File: src/rtl/network_interface_if.sv
// Core/router-facing signal bundle of the mesh network interface.
// The NI uses the master view; the core plus router environment uses the slave view.
interface network_interface_if;
   logic [31:0] tx_flit_data;
   logic        tx_flit_wr;
   logic        tx_send;
   logic        tx_busy;
   logic        tx_done;
   logic        tx_error;
   logic [31:0] data_out;
   logic        write_out_signal;
   logic [2:0]  capacity_in;
   logic        ack_in;
   logic [31:0] data_in;
   logic        write_in_signal;
   logic [2:0]  capacity_out;
   logic        ack_out;
   logic        rx_pkt_valid;
   logic [2:0]  rx_rd_idx;
   logic [31:0] rx_rd_data;
   logic        rx_release;

   modport master (
      input  tx_flit_data, tx_flit_wr, tx_send, capacity_in, ack_in,
             data_in, write_in_signal, rx_rd_idx, rx_release,
      output tx_busy, tx_done, tx_error, data_out, write_out_signal,
             capacity_out, ack_out, rx_pkt_valid, rx_rd_data
   );

   modport slave (
      output tx_flit_data, tx_flit_wr, tx_send, capacity_in, ack_in,
             data_in, write_in_signal, rx_rd_idx, rx_release,
      input  tx_busy, tx_done, tx_error, data_out, write_out_signal,
             capacity_out, ack_out, rx_pkt_valid, rx_rd_data
   );
endinterface

File: src/rtl/network_interface.sv
// Local-port endpoint of a mesh node: stages and injects TX packets with
// ack/timeout/retry, and assembles one RX packet at a time for the core.
module network_interface #(
   parameter int MY_ID       = 0,
   parameter int MAX_FLITS   = 5,
   parameter int ACK_TIMEOUT = 16,
   parameter int MAX_RETRY   = 3
) (
   input  logic                 clock,
   input  logic                 reset,
   network_interface_if.master  ni
);

   localparam int TW = $clog2(ACK_TIMEOUT + 1);
   localparam int RW = $clog2(MAX_RETRY + 1);
   localparam logic [4:0] MY_ID_BITS = 5'(MY_ID);
   localparam logic [2:0] MAXF       = 3'(MAX_FLITS);

   typedef enum logic [1:0] {
      TX_IDLE,
      TX_WAIT_CAP,
      TX_SEND,
      TX_WAIT_ACK
   } tx_state_t;

   // ---------------- TX ----------------
   tx_state_t      state_reg, state_next;
   logic [31:0]    tx_buf_reg [MAX_FLITS];
   logic [2:0]     tx_wr_ptr_reg;
   logic [2:0]     tx_size_reg;
   logic [2:0]     flit_idx_reg;
   logic [TW-1:0]  timer_reg;
   logic [RW-1:0]  retry_cnt_reg;
   logic           tx_done_reg;
   logic           tx_error_reg;

   logic [2:0]           hdr_size;
   logic                 size_ok;
   logic                 send_req;
   logic                 send_go;
   logic                 send_bad;
   logic                 tx_stage;
   logic [31:0]          tx_stage_data;
   logic [MAX_FLITS-1:0] tx_we;
   logic                 ack_hit;
   logic                 timer_done;
   logic                 retry_ok;
   logic                 give_up;
   logic                 last_flit;

   assign hdr_size   = tx_buf_reg[0][24:22];
   assign size_ok    = (hdr_size != 3'd0) && (hdr_size <= MAXF);
   assign send_req   = (state_reg == TX_IDLE) && ni.tx_send && (tx_wr_ptr_reg != 3'd0);
   assign send_go    = send_req && size_ok;
   assign send_bad   = send_req && !size_ok;
   assign tx_stage   = (state_reg == TX_IDLE) && ni.tx_flit_wr && (tx_wr_ptr_reg < MAXF);
   assign ack_hit    = (state_reg == TX_WAIT_ACK) && ni.ack_in;
   assign timer_done = (state_reg == TX_WAIT_ACK) && !ni.ack_in &&
                       (timer_reg == TW'(ACK_TIMEOUT - 1));
   assign retry_ok   = retry_cnt_reg < RW'(MAX_RETRY);
   assign give_up    = timer_done && !retry_ok;
   assign last_flit  = flit_idx_reg == (tx_size_reg - 3'd1);

   // The source id is stamped when the header is staged, so every resend carries it.
   assign tx_stage_data = (tx_wr_ptr_reg == 3'd0) ?
                          {ni.tx_flit_data[31:22], MY_ID_BITS, ni.tx_flit_data[16:0]} :
                          ni.tx_flit_data;

   genvar gi;
   generate
      for (gi = 0; gi < MAX_FLITS; gi++) begin : g_tx_we
         assign tx_we[gi] = tx_stage && (tx_wr_ptr_reg == 3'(gi));
      end
   endgenerate

   always_ff @(posedge clock or posedge reset) begin
      if (reset) state_reg <= TX_IDLE;
      else       state_reg <= state_next;
   end

   always_comb begin
      state_next = state_reg;
      unique case (state_reg)
         TX_IDLE:     if (send_go) state_next = TX_WAIT_CAP;
         TX_WAIT_CAP: if (ni.capacity_in >= tx_size_reg) state_next = TX_SEND;
         TX_SEND:     if (last_flit) state_next = TX_WAIT_ACK;
         TX_WAIT_ACK: begin
            if (ni.ack_in)        state_next = TX_IDLE;
            else if (timer_done)  state_next = retry_ok ? TX_WAIT_CAP : TX_IDLE;
         end
         default:     state_next = TX_IDLE;
      endcase
   end

   always_comb begin
      ni.tx_busy          = state_reg != TX_IDLE;
      ni.write_out_signal = 1'b0;
      ni.data_out         = '0;
      if (state_reg == TX_SEND) begin
         ni.write_out_signal = 1'b1;
         ni.data_out         = tx_buf_reg[flit_idx_reg];
      end
   end

   assign ni.tx_done  = tx_done_reg;
   assign ni.tx_error = tx_error_reg;

   always_ff @(posedge clock or posedge reset) begin
      if (reset) begin
         tx_wr_ptr_reg <= '0;
         tx_size_reg   <= '0;
         flit_idx_reg  <= '0;
         timer_reg     <= '0;
         retry_cnt_reg <= '0;
         tx_done_reg   <= 1'b0;
         tx_error_reg  <= 1'b0;
         for (int i = 0; i < MAX_FLITS; i++) tx_buf_reg[i] <= '0;
      end else begin
         tx_done_reg  <= ack_hit;
         tx_error_reg <= send_bad || give_up;

         for (int i = 0; i < MAX_FLITS; i++)
            if (tx_we[i]) tx_buf_reg[i] <= tx_stage_data;

         if (tx_stage)
            tx_wr_ptr_reg <= tx_wr_ptr_reg + 3'd1;
         else if (ack_hit || give_up)
            tx_wr_ptr_reg <= '0;

         if (send_go) begin
            tx_size_reg   <= hdr_size;
            retry_cnt_reg <= '0;
         end else if (timer_done && retry_ok) begin
            retry_cnt_reg <= retry_cnt_reg + RW'(1);
         end

         if (state_reg == TX_WAIT_CAP)  flit_idx_reg <= '0;
         else if (state_reg == TX_SEND) flit_idx_reg <= flit_idx_reg + 3'd1;

         if (state_reg == TX_WAIT_ACK) timer_reg <= timer_reg + TW'(1);
         else                          timer_reg <= '0;
      end
   end

   // ---------------- RX ----------------
   logic [31:0]          rx_buf_reg [MAX_FLITS];
   logic [2:0]           rx_cnt_reg, rx_cnt_next;
   logic [2:0]           rx_size_reg;
   logic                 rx_pkt_valid_reg, rx_pkt_valid_next;
   logic [2:0]           capacity_out_reg;
   logic                 ack_out_reg;

   logic [2:0]           rx_hdr_size;
   logic                 rx_hdr_ok;
   logic                 rx_complete;
   logic                 rx_accept;
   logic                 rx_release_go;
   logic [MAX_FLITS-1:0] rx_we;

   assign rx_hdr_size   = ni.data_in[24:22];
   assign rx_hdr_ok     = (rx_hdr_size != 3'd0) && (rx_hdr_size <= MAXF);
   assign rx_complete   = (rx_cnt_reg != 3'd0) && (rx_cnt_reg == rx_size_reg);
   // Flits beyond a complete packet are router protocol violations and are dropped.
   assign rx_accept     = ni.write_in_signal && !rx_pkt_valid_reg && !rx_complete &&
                          (rx_cnt_reg < MAXF) && ((rx_cnt_reg != 3'd0) || rx_hdr_ok);
   assign rx_release_go = ni.rx_release && rx_pkt_valid_reg;

   generate
      for (gi = 0; gi < MAX_FLITS; gi++) begin : g_rx_we
         assign rx_we[gi] = rx_accept && (rx_cnt_reg == 3'(gi));
      end
   endgenerate

   always_comb begin
      rx_cnt_next       = rx_cnt_reg;
      rx_pkt_valid_next = rx_pkt_valid_reg;
      if (rx_release_go) begin
         rx_cnt_next       = '0;
         rx_pkt_valid_next = 1'b0;
      end else begin
         if (rx_accept)   rx_cnt_next       = rx_cnt_reg + 3'd1;
         if (rx_complete) rx_pkt_valid_next = 1'b1;
      end
   end

   always_ff @(posedge clock or posedge reset) begin
      if (reset) begin
         rx_cnt_reg       <= '0;
         rx_size_reg      <= '0;
         rx_pkt_valid_reg <= 1'b0;
         capacity_out_reg <= MAXF;
         ack_out_reg      <= 1'b0;
         for (int i = 0; i < MAX_FLITS; i++) rx_buf_reg[i] <= '0;
      end else begin
         rx_cnt_reg       <= rx_cnt_next;
         rx_pkt_valid_reg <= rx_pkt_valid_next;
         capacity_out_reg <= rx_pkt_valid_next ? 3'd0 : (MAXF - rx_cnt_next);
         ack_out_reg      <= rx_release_go;
         if (rx_accept && (rx_cnt_reg == 3'd0)) rx_size_reg <= rx_hdr_size;
         for (int i = 0; i < MAX_FLITS; i++)
            if (rx_we[i]) rx_buf_reg[i] <= ni.data_in;
      end
   end

   assign ni.capacity_out = capacity_out_reg;
   assign ni.ack_out      = ack_out_reg;
   assign ni.rx_pkt_valid = rx_pkt_valid_reg;

   always_comb begin
      ni.rx_rd_data = '0;
      if (ni.rx_rd_idx < MAXF) ni.rx_rd_data = rx_buf_reg[ni.rx_rd_idx];
   end

endmodule
File: src/flat_wrapper.sv
// flat-port wrapper written by rule: the top's interface ports become plain ports
module network_interface_flat 
#(
   parameter int MY_ID       = 0,
   parameter int MAX_FLITS   = 5,
   parameter int ACK_TIMEOUT = 16,
   parameter int MAX_RETRY   = 3
)
  (clock, reset, ni_tx_flit_data, ni_tx_flit_wr, ni_tx_send, ni_capacity_in, ni_ack_in, ni_data_in, ni_write_in_signal, ni_rx_rd_idx, ni_rx_release, ni_tx_busy, ni_tx_done, ni_tx_error, ni_data_out, ni_write_out_signal, ni_capacity_out, ni_ack_out, ni_rx_pkt_valid, ni_rx_rd_data);
  network_interface_if ni_i ();
  input  logic clock;
  input  logic reset;
  input wire logic [$bits(ni_i.tx_flit_data)-1:0] ni_tx_flit_data;
  input wire logic [$bits(ni_i.tx_flit_wr)-1:0] ni_tx_flit_wr;
  input wire logic [$bits(ni_i.tx_send)-1:0] ni_tx_send;
  input wire logic [$bits(ni_i.capacity_in)-1:0] ni_capacity_in;
  input wire logic [$bits(ni_i.ack_in)-1:0] ni_ack_in;
  input wire logic [$bits(ni_i.data_in)-1:0] ni_data_in;
  input wire logic [$bits(ni_i.write_in_signal)-1:0] ni_write_in_signal;
  input wire logic [$bits(ni_i.rx_rd_idx)-1:0] ni_rx_rd_idx;
  input wire logic [$bits(ni_i.rx_release)-1:0] ni_rx_release;
  output wire logic [$bits(ni_i.tx_busy)-1:0] ni_tx_busy;
  output wire logic [$bits(ni_i.tx_done)-1:0] ni_tx_done;
  output wire logic [$bits(ni_i.tx_error)-1:0] ni_tx_error;
  output wire logic [$bits(ni_i.data_out)-1:0] ni_data_out;
  output wire logic [$bits(ni_i.write_out_signal)-1:0] ni_write_out_signal;
  output wire logic [$bits(ni_i.capacity_out)-1:0] ni_capacity_out;
  output wire logic [$bits(ni_i.ack_out)-1:0] ni_ack_out;
  output wire logic [$bits(ni_i.rx_pkt_valid)-1:0] ni_rx_pkt_valid;
  output wire logic [$bits(ni_i.rx_rd_data)-1:0] ni_rx_rd_data;
  assign ni_i.tx_flit_data = ni_tx_flit_data;
  assign ni_i.tx_flit_wr = ni_tx_flit_wr;
  assign ni_i.tx_send = ni_tx_send;
  assign ni_i.capacity_in = ni_capacity_in;
  assign ni_i.ack_in = ni_ack_in;
  assign ni_i.data_in = ni_data_in;
  assign ni_i.write_in_signal = ni_write_in_signal;
  assign ni_i.rx_rd_idx = ni_rx_rd_idx;
  assign ni_i.rx_release = ni_rx_release;
  assign ni_tx_busy = ni_i.tx_busy;
  assign ni_tx_done = ni_i.tx_done;
  assign ni_tx_error = ni_i.tx_error;
  assign ni_data_out = ni_i.data_out;
  assign ni_write_out_signal = ni_i.write_out_signal;
  assign ni_capacity_out = ni_i.capacity_out;
  assign ni_ack_out = ni_i.ack_out;
  assign ni_rx_pkt_valid = ni_i.rx_pkt_valid;
  assign ni_rx_rd_data = ni_i.rx_rd_data;
  network_interface #(.MY_ID(MY_ID), .MAX_FLITS(MAX_FLITS), .ACK_TIMEOUT(ACK_TIMEOUT), .MAX_RETRY(MAX_RETRY)) u_core (.clock(clock), .reset(reset), .ni(ni_i));
endmodule
File: config.mk
export PLATFORM = sky130hd
export DESIGN_NAME = network_interface_flat
export DESIGN_NICKNAME = d
export VERILOG_FILES = /design/src/rtl/network_interface_if.sv /design/src/rtl/network_interface.sv /design/src/flat_wrapper.sv
export SDC_FILE = /design/constraint.sdc
export NUM_CORES = 1
export LEC_CHECK = 0
export BUFFER_PORTS_ARGS = -buffer_cell sky130_fd_sc_hd__clkbuf_2
export CAP_MARGIN = 30
export CORE_MARGIN = 1.5
export CORE_UTILIZATION = 44
export DETAILED_ROUTE_END_ITERATION = 7
export GPL_TIMING_DRIVEN = 1
export SETUP_SLACK_MARGIN = 0.15
export SLEW_MARGIN = 30
export SYNTH_ARGS = -nofsm -noshare
export SYNTH_HDL_FRONTEND = slang
export SYNTH_SLANG_ARGS = --single-unit
File: constraint.sdc
create_clock -name clock -period 16.1 [get_ports clock]
set_input_delay 1.61 -clock clock [delete_from_list [all_inputs] [get_ports clock]]
set_output_delay 1.61 -clock clock [all_outputs]
set_load 0.05 [all_outputs]
==> out/metrics.cfg, run 1 <==
[clock_network]
clockRootBuffer=sky130_fd_sc_hd__clkbuf_16
path_clk_slew_ps=60
ctsResizeCount=0
clkLatencyLatePin_ps=540
cts_hold_repair.buffers=0
htreeDepth=2
post-cts-setup-buffers=0
clock_tree.buffer_depth=3
numClockSinks=348
tritoncts.num_buffers=41
cts_tree=yes

[pwr]
intPower_mw=2.51
ir_worst_vdd_mv=0.118
netSwitchingFraction=0.340
clkPwrFrac=0.230
power_density_nw_per_um2=204
share_comb_of_total_power=0.373
finalPower_mw=3.81
seqPwrFrac=0.397
total_switching_power_mw=1.29
static-leakage-power_nw=8.68

[status]
status=finished clean

[detailed_routing]
detailedRoute.firstIterationViolations=398
route.detailed.drc=0
route.final.wire_length_microns=35900
firstDrtPassIters=4
final_antenna_net_count=0
drt-wirelength-per-cell_microns=19.8
dr_total_vias=9898
viasPerCell=5.45

[final_layout]
largest_register_ff_count=158
most-common-layout-cells=345 x sky130_fd_sc_hd__dfrtp_1, 242 x sky130_fd_sc_hd__mux2_2, 148 x sky130_fd_sc_hd__clkbuf_2
final_net_count=1418
leading_cell_type_in_the_layout_fill_and_taps_excluded=sky130_fd_sc_hd__dfrtp_1
syn2layout_area_growth_pct=14.8
final_layout_size_suffix_gt1_frac=0.427
finalCoreUtilization=0.512

[setup_path]
crit_arrival_ps=4080
cp_cell_sequence=buf_2, buf_4, nor2b_2, buf_4, a21oi_1, o22ai_1, clkbuf_2
start_kind=input pin
critPathCaptureType=output port
crit_slowest_cell=sky130_fd_sc_hd__buf_2
cpPeakStageDelay_ps=670
critPathRequiredTime_ps=14490
kind_of_critical_path=input pin to output port
crit_path_max_fanout=34
critical_path.most_common_cell=sky130_fd_sc_hd__buf_4

[sta]
finalHoldViolations=0
totalNegativeSetupSlack_ps=0
fmaxAchievable_ghz=0.176
timing.final.max_slew_violations=0
worst-slew-pin-transition_ps=970
fin_skew_ps=16.7
rsz0062_at_grt=false
setup_violations=0
final_min_period_over_clock_period=0.353
finalCriticalPeriod_ps=5690
max-slew-margin-rel=0.354
hold_ws_ps=457

[floorplanning]
dieWidth_microns=195
start_util=0.446
pin_count=150
dieHeight_microns=195
fp.coreArea_sq_um=36500
die_area_sq_um=38200
floorplan.rows=70

[grt]
grt_antenna_before_repair=2
global_route_wire_length_before_repair_microns=58600
grt_max_degree=137
global_route.overflow_total=0
track_usage=0.194
first_global_vias=10402

[min_path]
min_path_type=flip-flop to flip-flop

[synthesis]
number_of_warnings_issued_by_yosys=0
average_size_of_a_mapped_cell_sq_um=13.8
synth_enable_flop_cells=0
distinct_cell_type_count_of_the_synthesized_netlist=47
synth_sequential_area_ratio=0.535
synth_fp_nets=1277
synth_async_sr_flop_share=1.00
yosys_most_used_dff=sky130_fd_sc_hd__dfrtp_1
count_of_state_elements_after_synthesis=348
synth_area_sq_um=16300
syn_inst=1177

[placement]
dpl.hpwl_microns=22000
gp_congestion=0.770
port_buffers=149

[run]
timing.max_cap.violations=0

==> cell type report <==
| cell class | count | area, sq um |
|---|---|---|
| antenna | 2 | 5.00 |
| sequential | 348 | 8710 |
| multi-input combinational | 736 | 7120 |
| tap | 468 | 586 |
| clock buffer | 66 | 1230 |
| fill | 3208 | 17800 |
| timing repair buffer | 171 | 927 |
| clock inverter | 5 | 35.0 |
| inverter | 20 | 87.6 |
==> worst max-delay path: cells and delay by family <==
family / cells / cell delay (ps)
buffers and inverters: 4 / 1860
AND/OR/NAND/NOR: 1 / 220
AO/OA/AOI/OAI: 2 / 310
==> final timing paths <==
kind / from / end / slack (ps) / cells past startpoint
max reg2reg: u_core.rx_cnt_reg[0]$_DFF_PP0_ / u_core.rx_buf_reg[126]$_DFFE_PP0P_ / 13060 / 8
max: ni_rx_rd_idx[0] / ni_rx_rd_data[23] / 10410 / 7
max in group asynchronous: reset / u_core.rx_buf_reg[47]$_DFFE_PP0P_ / 12940 / 5
min: u_core.timer_reg[0]$_DFF_PP0_ / u_core.timer_reg[0]$_DFF_PP0_ / 460 / 1
min reg2reg: u_core.timer_reg[0]$_DFF_PP0_ / u_core.timer_reg[0]$_DFF_PP0_ / 460 / 1
min in group asynchronous: reset / u_core.rx_buf_reg[120]$_DFFE_PP0P_ / 1130 / 2
==> logic make-up (layout without fill, tap and decap cells) <==
logic type / count (synthesis) / count (layout) / share of synthesized area
simple gates: 159 / 159 / 0.0504
xor+xnor: 12 / 12 / 0.00645
other cells: 0 / 2 / 0
compound gates: 141 / 141 / 0.0531
fa+ha+maj: 23 / 23 / 0.0177
mux: 401 / 401 / 0.308
flops: 348 / 348 / 0.535
buf+inv: 93 / 262 / 0.0299
==> through the flow <==
| stage | std cells | area (sq um) | setup slack, ps |
|---|---|---|---|
| 2_1_floorplan | 1177 | 16300 | 4840 |
| 3_3_place_gp | 1742 | 17400 | 10480 |
| 3_5_place_dp | 1743 | 17400 | 10420 |
| 4_1_cts | 1814 | 18700 | 10400 |
| 5_1_grt | 1816 | 18700 | 10250 |
| 6_report | 1816 | 18700 | 10410 |
==> metal layers <==
metal | share of wire | vias to the layer above | global-route usage | routed length, microns
li1 | - | 4526 | - | -
met3 | 0.036 | 56 | 0.0302 | 1300
met5 | 0 | - | 0 | 0
met2 | 0.47 | 191 | 0.317 | 17100
met1 | 0.46 | 5125 | 0.265 | 16700
met4 | 0.024 | 0 | 0.0614 | 859
==> power groups by stage <==
stage	combinational, mW	clock, mW	sequential, mW
after floorplan	1.18	0	1.46
after CTS	1.44	0.905	1.51
after global placement	1.41	0	1.51
after global routing	1.54	0.937	1.56
final	1.42	0.877	1.51
after detailed placement	1.43	0	1.52
==> cells in the mapped netlist, drive strengths merged, types with 3 or more instances <==
library cell  instances  share of area
dfrtp               346           0.53
mux2                303           0.22
mux2i                66          0.041
nor2                 43         0.0099
clkbuf               38         0.0088
nand2                38         0.0088
a21oi                37          0.011
nor2b                36          0.014
buf                  35          0.017
o22ai                34          0.013
a22oi                32          0.015
mux4                 32          0.044
o21ai                29         0.0091
ha                   23          0.018
inv                  19         0.0044
and2                 12         0.0046
nand3                 9         0.0035
xnor2                 7         0.0038
xor2                  5         0.0027
nand2b                4         0.0015
nor3                  4         0.0012
nor3b                 3         0.0028
Note: power is estimated with default switching activity, not from simulation.
==> run 2, diff against run 1 <==
--- a/config.mk
+++ b/config.mk
@@ -5,6 +5,7 @@
 export SDC_FILE = /design/constraint.sdc
 export NUM_CORES = 1
 export LEC_CHECK = 0
+export ABC_AREA = 1
 export BUFFER_PORTS_ARGS = -buffer_cell sky130_fd_sc_hd__clkbuf_2
 export CAP_MARGIN = 30
 export CORE_MARGIN = 1.5
==> constraint.sdc (replaced) <==
create_clock -name clock -period 4.8 [get_ports clock]
set_input_delay 0.48 -clock clock [delete_from_list [all_inputs] [get_ports clock]]
set_output_delay 0.48 -clock clock [all_outputs]
set_load 0.05 [all_outputs]
==> run 2 against run 1 <==
The flow now finishes with violations (DRC). Count of clock-buffer cells in the layout decreased by 10. Flip-flop and latch count did not move. Via count is 32% higher.
==> out/metrics.cfg, run 2 <==
[setup_path]
kind_of_critical_path=flip-flop to output port
crit-reg2reg-capture=u_core.tx_buf_reg[158]$_DFFE_PP0P_
crit_slowest_cell=sky130_fd_sc_hd__nor3_2
cpPeakStageDelay_ps=820  ; +150 ps
critPathRequiredTime_ps=4320  ; -10170 ps
critPathCaptureType=output port
crit_path_max_fanout=22  ; -35%
reg2reg_setup_slack_ps=1970  ; -11090 ps
start_kind=flip-flop
worst_r2r_path_depth=8  ; unchanged
reg2reg_from=u_core.tx_wr_ptr_reg[0]$_DFFE_PP0P_
cp_cell_sequence=nor3_2, buf_4, nand2_1, a21oi_1, clkbuf_2
crit_arrival_ps=3150  ; -930 ps

[floorplanning]
die_area_sq_um=37600  ; -1.6%
dieHeight_microns=194  ; -0.79%
fp.coreArea_sq_um=35700  ; -2.1%
floorplan.rows=69  ; -1.4%
start_util=0.449  ; +0.00243
pin_count=150  ; unchanged
dieWidth_microns=194  ; -0.79%

[synthesis]
synth_async_sr_flop_share=1.00  ; unchanged
average_size_of_a_mapped_cell_sq_um=8.37  ; -40%
synth_area_sq_um=16000  ; -1.6%
count_of_state_elements_after_synthesis=348  ; unchanged
synthDominantAreaCellType=sky130_fd_sc_hd__dfrtp_1
synth_sequential_area_ratio=0.543  ; +0.00872
synth.top_cells.by_area=sky130_fd_sc_hd__dfrtp_1 54%, sky130_fd_sc_hd__nand2_1 13%, sky130_fd_sc_hd__o21ai_0 11%
top_area_cell_type_share_of_the_netlist_area=0.540  ; +0.00867
compound_gate_fraction_of_synth_area=0.197  ; +0.144
number_of_warnings_issued_by_yosys=0  ; unchanged
synth_adder_area_share=0.0179  ; +0.000288
synth_enable_flop_cells=0  ; unchanged
largest_family_of_logic_cells_by_synthesized_area=compound AO/OA/AOI/OAI gates
synth.mux.area_fraction=0.00351  ; -0.304
synth_fp_nets=2015  ; +58%
fraction_of_the_mapped_netlist_area_in_simple_logic_gates=0.158  ; +0.108
synth.most_common_cell=sky130_fd_sc_hd__nand2_1
synth_xor_area_frac=0.00218  ; -0.00426
yosys_most_used_dff=sky130_fd_sc_hd__dfrtp_1
distinct_cell_type_count_of_the_synthesized_netlist=36  ; -23%
post_synth_most_frequent_cells=550 x sky130_fd_sc_hd__nand2_1, 346 x sky130_fd_sc_hd__dfrtp_1, 343 x sky130_fd_sc_hd__o21ai_0
syn_inst=1915  ; +63%

[clock_network]
post-cts-setup-buffers=0  ; unchanged
clockRootBuffer=sky130_fd_sc_hd__clkbuf_16
clkLatencyLatePin_ps=540  ; about the same
cts_hold_repair.buffers=1  ; +1
clock_tree.buffer_depth=3  ; unchanged
ctsResizeCount=0  ; unchanged
htreeDepth=2  ; unchanged
path_clk_slew_ps=60  ; about the same
numClockSinks=348  ; unchanged
cts_tree=yes
tritoncts.num_buffers=40  ; -2.4%

[min_path]
timing.hold.worst_endpoint=u_core.tx_buf_reg[129]$_DFFE_PP0P_
worst_hold_path_depth=3  ; +2
min_path_type=input pin to flip-flop
hold_start=ni_tx_flit_data[1]

[sta]
setup_ws_ps=1170  ; -9250 ps
fin_skew_ps=29.7  ; +13.0 ps
final_min_period_over_clock_period=0.757
worst-slew-pin-transition_ps=923  ; -46.6 ps
finalCriticalPeriod_ps=3630
timing.final.max_slew_violations=0  ; unchanged
fmaxAchievable_ghz=0.275
finalHoldViolations=0  ; unchanged
max-slew-margin-rel=0.385  ; +0.0311
setup_violations=0  ; unchanged
rsz0062_at_grt=false

[grt]
global_route_wire_length_before_repair_microns=67600  ; +15%
grt_antenna_before_repair=4  ; +2
grt_max_degree=154  ; +12%
track_usage=0.221  ; +0.0278
global_route.overflow_total=0  ; unchanged
first_global_vias=12526  ; +20%

[status]
violations=DRC
status=finished with violations

[detailed_routing]
route.final.wire_length_microns=41100  ; +14%
viasPerCell=5.21  ; -4.5%
firstDrtPassIters=7  ; +3
route.detailed.drc=18  ; +18
final_antenna_net_count=0  ; unchanged
dr_total_vias=13039  ; +32%
drt-wirelength-per-cell_microns=16.4  ; -17%
detailedRoute.firstIterationViolations=888  ; +120%

[placement]
port_buffers=149  ; unchanged
dpl.hpwl_microns=24800  ; +13%
place.detailed.instances=2428  ; +39%
preCtsSetupSlack_ps=1570  ; -8850 ps
gp_congestion=0.805  ; +4.5%

[pwr]
static-leakage-power_nw=9.01  ; +3.8%
power_density_nw_per_um2=670  ; +230%
ir_worst_vdd_mv=0.381  ; +220%

[final_layout]
most-common-layout-cells=550 x sky130_fd_sc_hd__nand2_1, 345 x sky130_fd_sc_hd__dfrtp_1, 343 x sky130_fd_sc_hd__o21ai_0
largest_register_ff_count=158  ; unchanged
leading_cell_type_in_the_layout_fill_and_taps_excluded=sky130_fd_sc_hd__nand2_1
syn2layout_area_growth_pct=14.8  ; about the same
final_cells=2505  ; +38%
final_net_count=2110  ; +49%
final_layout_size_suffix_gt1_frac=0.129  ; -0.298

[run]
timing.max_cap.violations=0  ; unchanged

[run 2: changes by cell type in the layout (fill, tap and decap cells not counted), sizes merged, moves of 30 or more]
| cell | before | now |
|---|---|---|
| o21ai | 29 | 391 |
| nor2b | 36 | 0 |
| a21oi | 37 | 140 |
| a22oi | 32 | 0 |
| mux2 | 303 | 5 |
| inv | 20 | 176 |
| o22ai | 34 | 1 |
| nor2 | 43 | 74 |
| mux2i | 66 | 0 |
| mux4 | 32 | 0 |
| nand2 | 38 | 554 |
| o32ai | 0 | 30 |
[run 2: how the worst max path moves through the flow]
stage                     slack, ps                                from                            endpoint
after floorplan                -340                               reset  u_core.flit_idx_reg[0]$_DFFE_PP0P_
after global placement         1590                     ni_rx_rd_idx[1]                   ni_rx_rd_data[22]
after detailed placement       1570                     ni_rx_rd_idx[1]                    ni_rx_rd_data[9]
after CTS                      1120  u_core.flit_idx_reg[0]$_DFFE_PP0P_                      ni_data_out[9]
after global routing           1040  u_core.flit_idx_reg[0]$_DFFE_PP0P_                      ni_data_out[9]
final                          1170  u_core.flit_idx_reg[0]$_DFFE_PP0P_                      ni_data_out[9]
[run 2: metrics by stage]
stage	instance area (sq um)	hold slack [ps]	power, mW	TNS (ps)	util
floorplan	16000	431	8.10	-116530	-
global placement	17000	411	9.08	0	0.475
detailed placement	17000	413	9.20	0	0.475
CTS	18400	156	12.5	0	0.515
global route	18400	177	13.3	0	0.515
finish	18400	176	12.3	0	0.515
[run 2: logic make-up after synthesis]
group,after synthesis
compound gates,593
xor+xnor,4
fa+ha+maj,23
buf+inv,293
flops,348
mux,5
simple gates,649
[run 2: final cells by class]
| type | count | area (sq um) |
|---|---|---|
| antenna | 3 | 7.51 |
| clock buffer | 56 | 1160 |
| fill | 3464 | 17300 |
| clock inverter | 17 | 233 |
| sequential | 348 | 8710 |
| tap | 461 | 577 |
| multi-input combinational | 1274 | 6110 |
| inverter | 177 | 676 |
| timing repair buffer | 169 | 923 |
[run 2: worst max-delay path, delay by kind of cell, from the launching register on]
| family | cells | cell delay [ps] |
|---|---|---|
| AND/OR/NAND/NOR | 2 | 900 |
| flip-flops | 1 | 670 |
| buffers and inverters | 2 | 770 |
| AO/OA/AOI/OAI | 1 | 280 |
[run 2: report_power, final]
part           internal (mW)  leakage [nW]  total, mW  switching, mW
Combinational           1.36          3.91       4.20           2.84
Sequential              4.22          4.42       4.94          0.724
Clock                   1.97         0.685       3.20           1.23
[run 2: metal layers]
metal | vias to the layer above | global-route usage | part of all wire
met5 | - | 0 | 0.00041
met4 | 2 | 0.0541 | 0.016
met3 | 46 | 0.0344 | 0.056
met2 | 312 | 0.351 | 0.46
met1 | 6249 | 0.320 | 0.47
li1 | 6430 | - | -
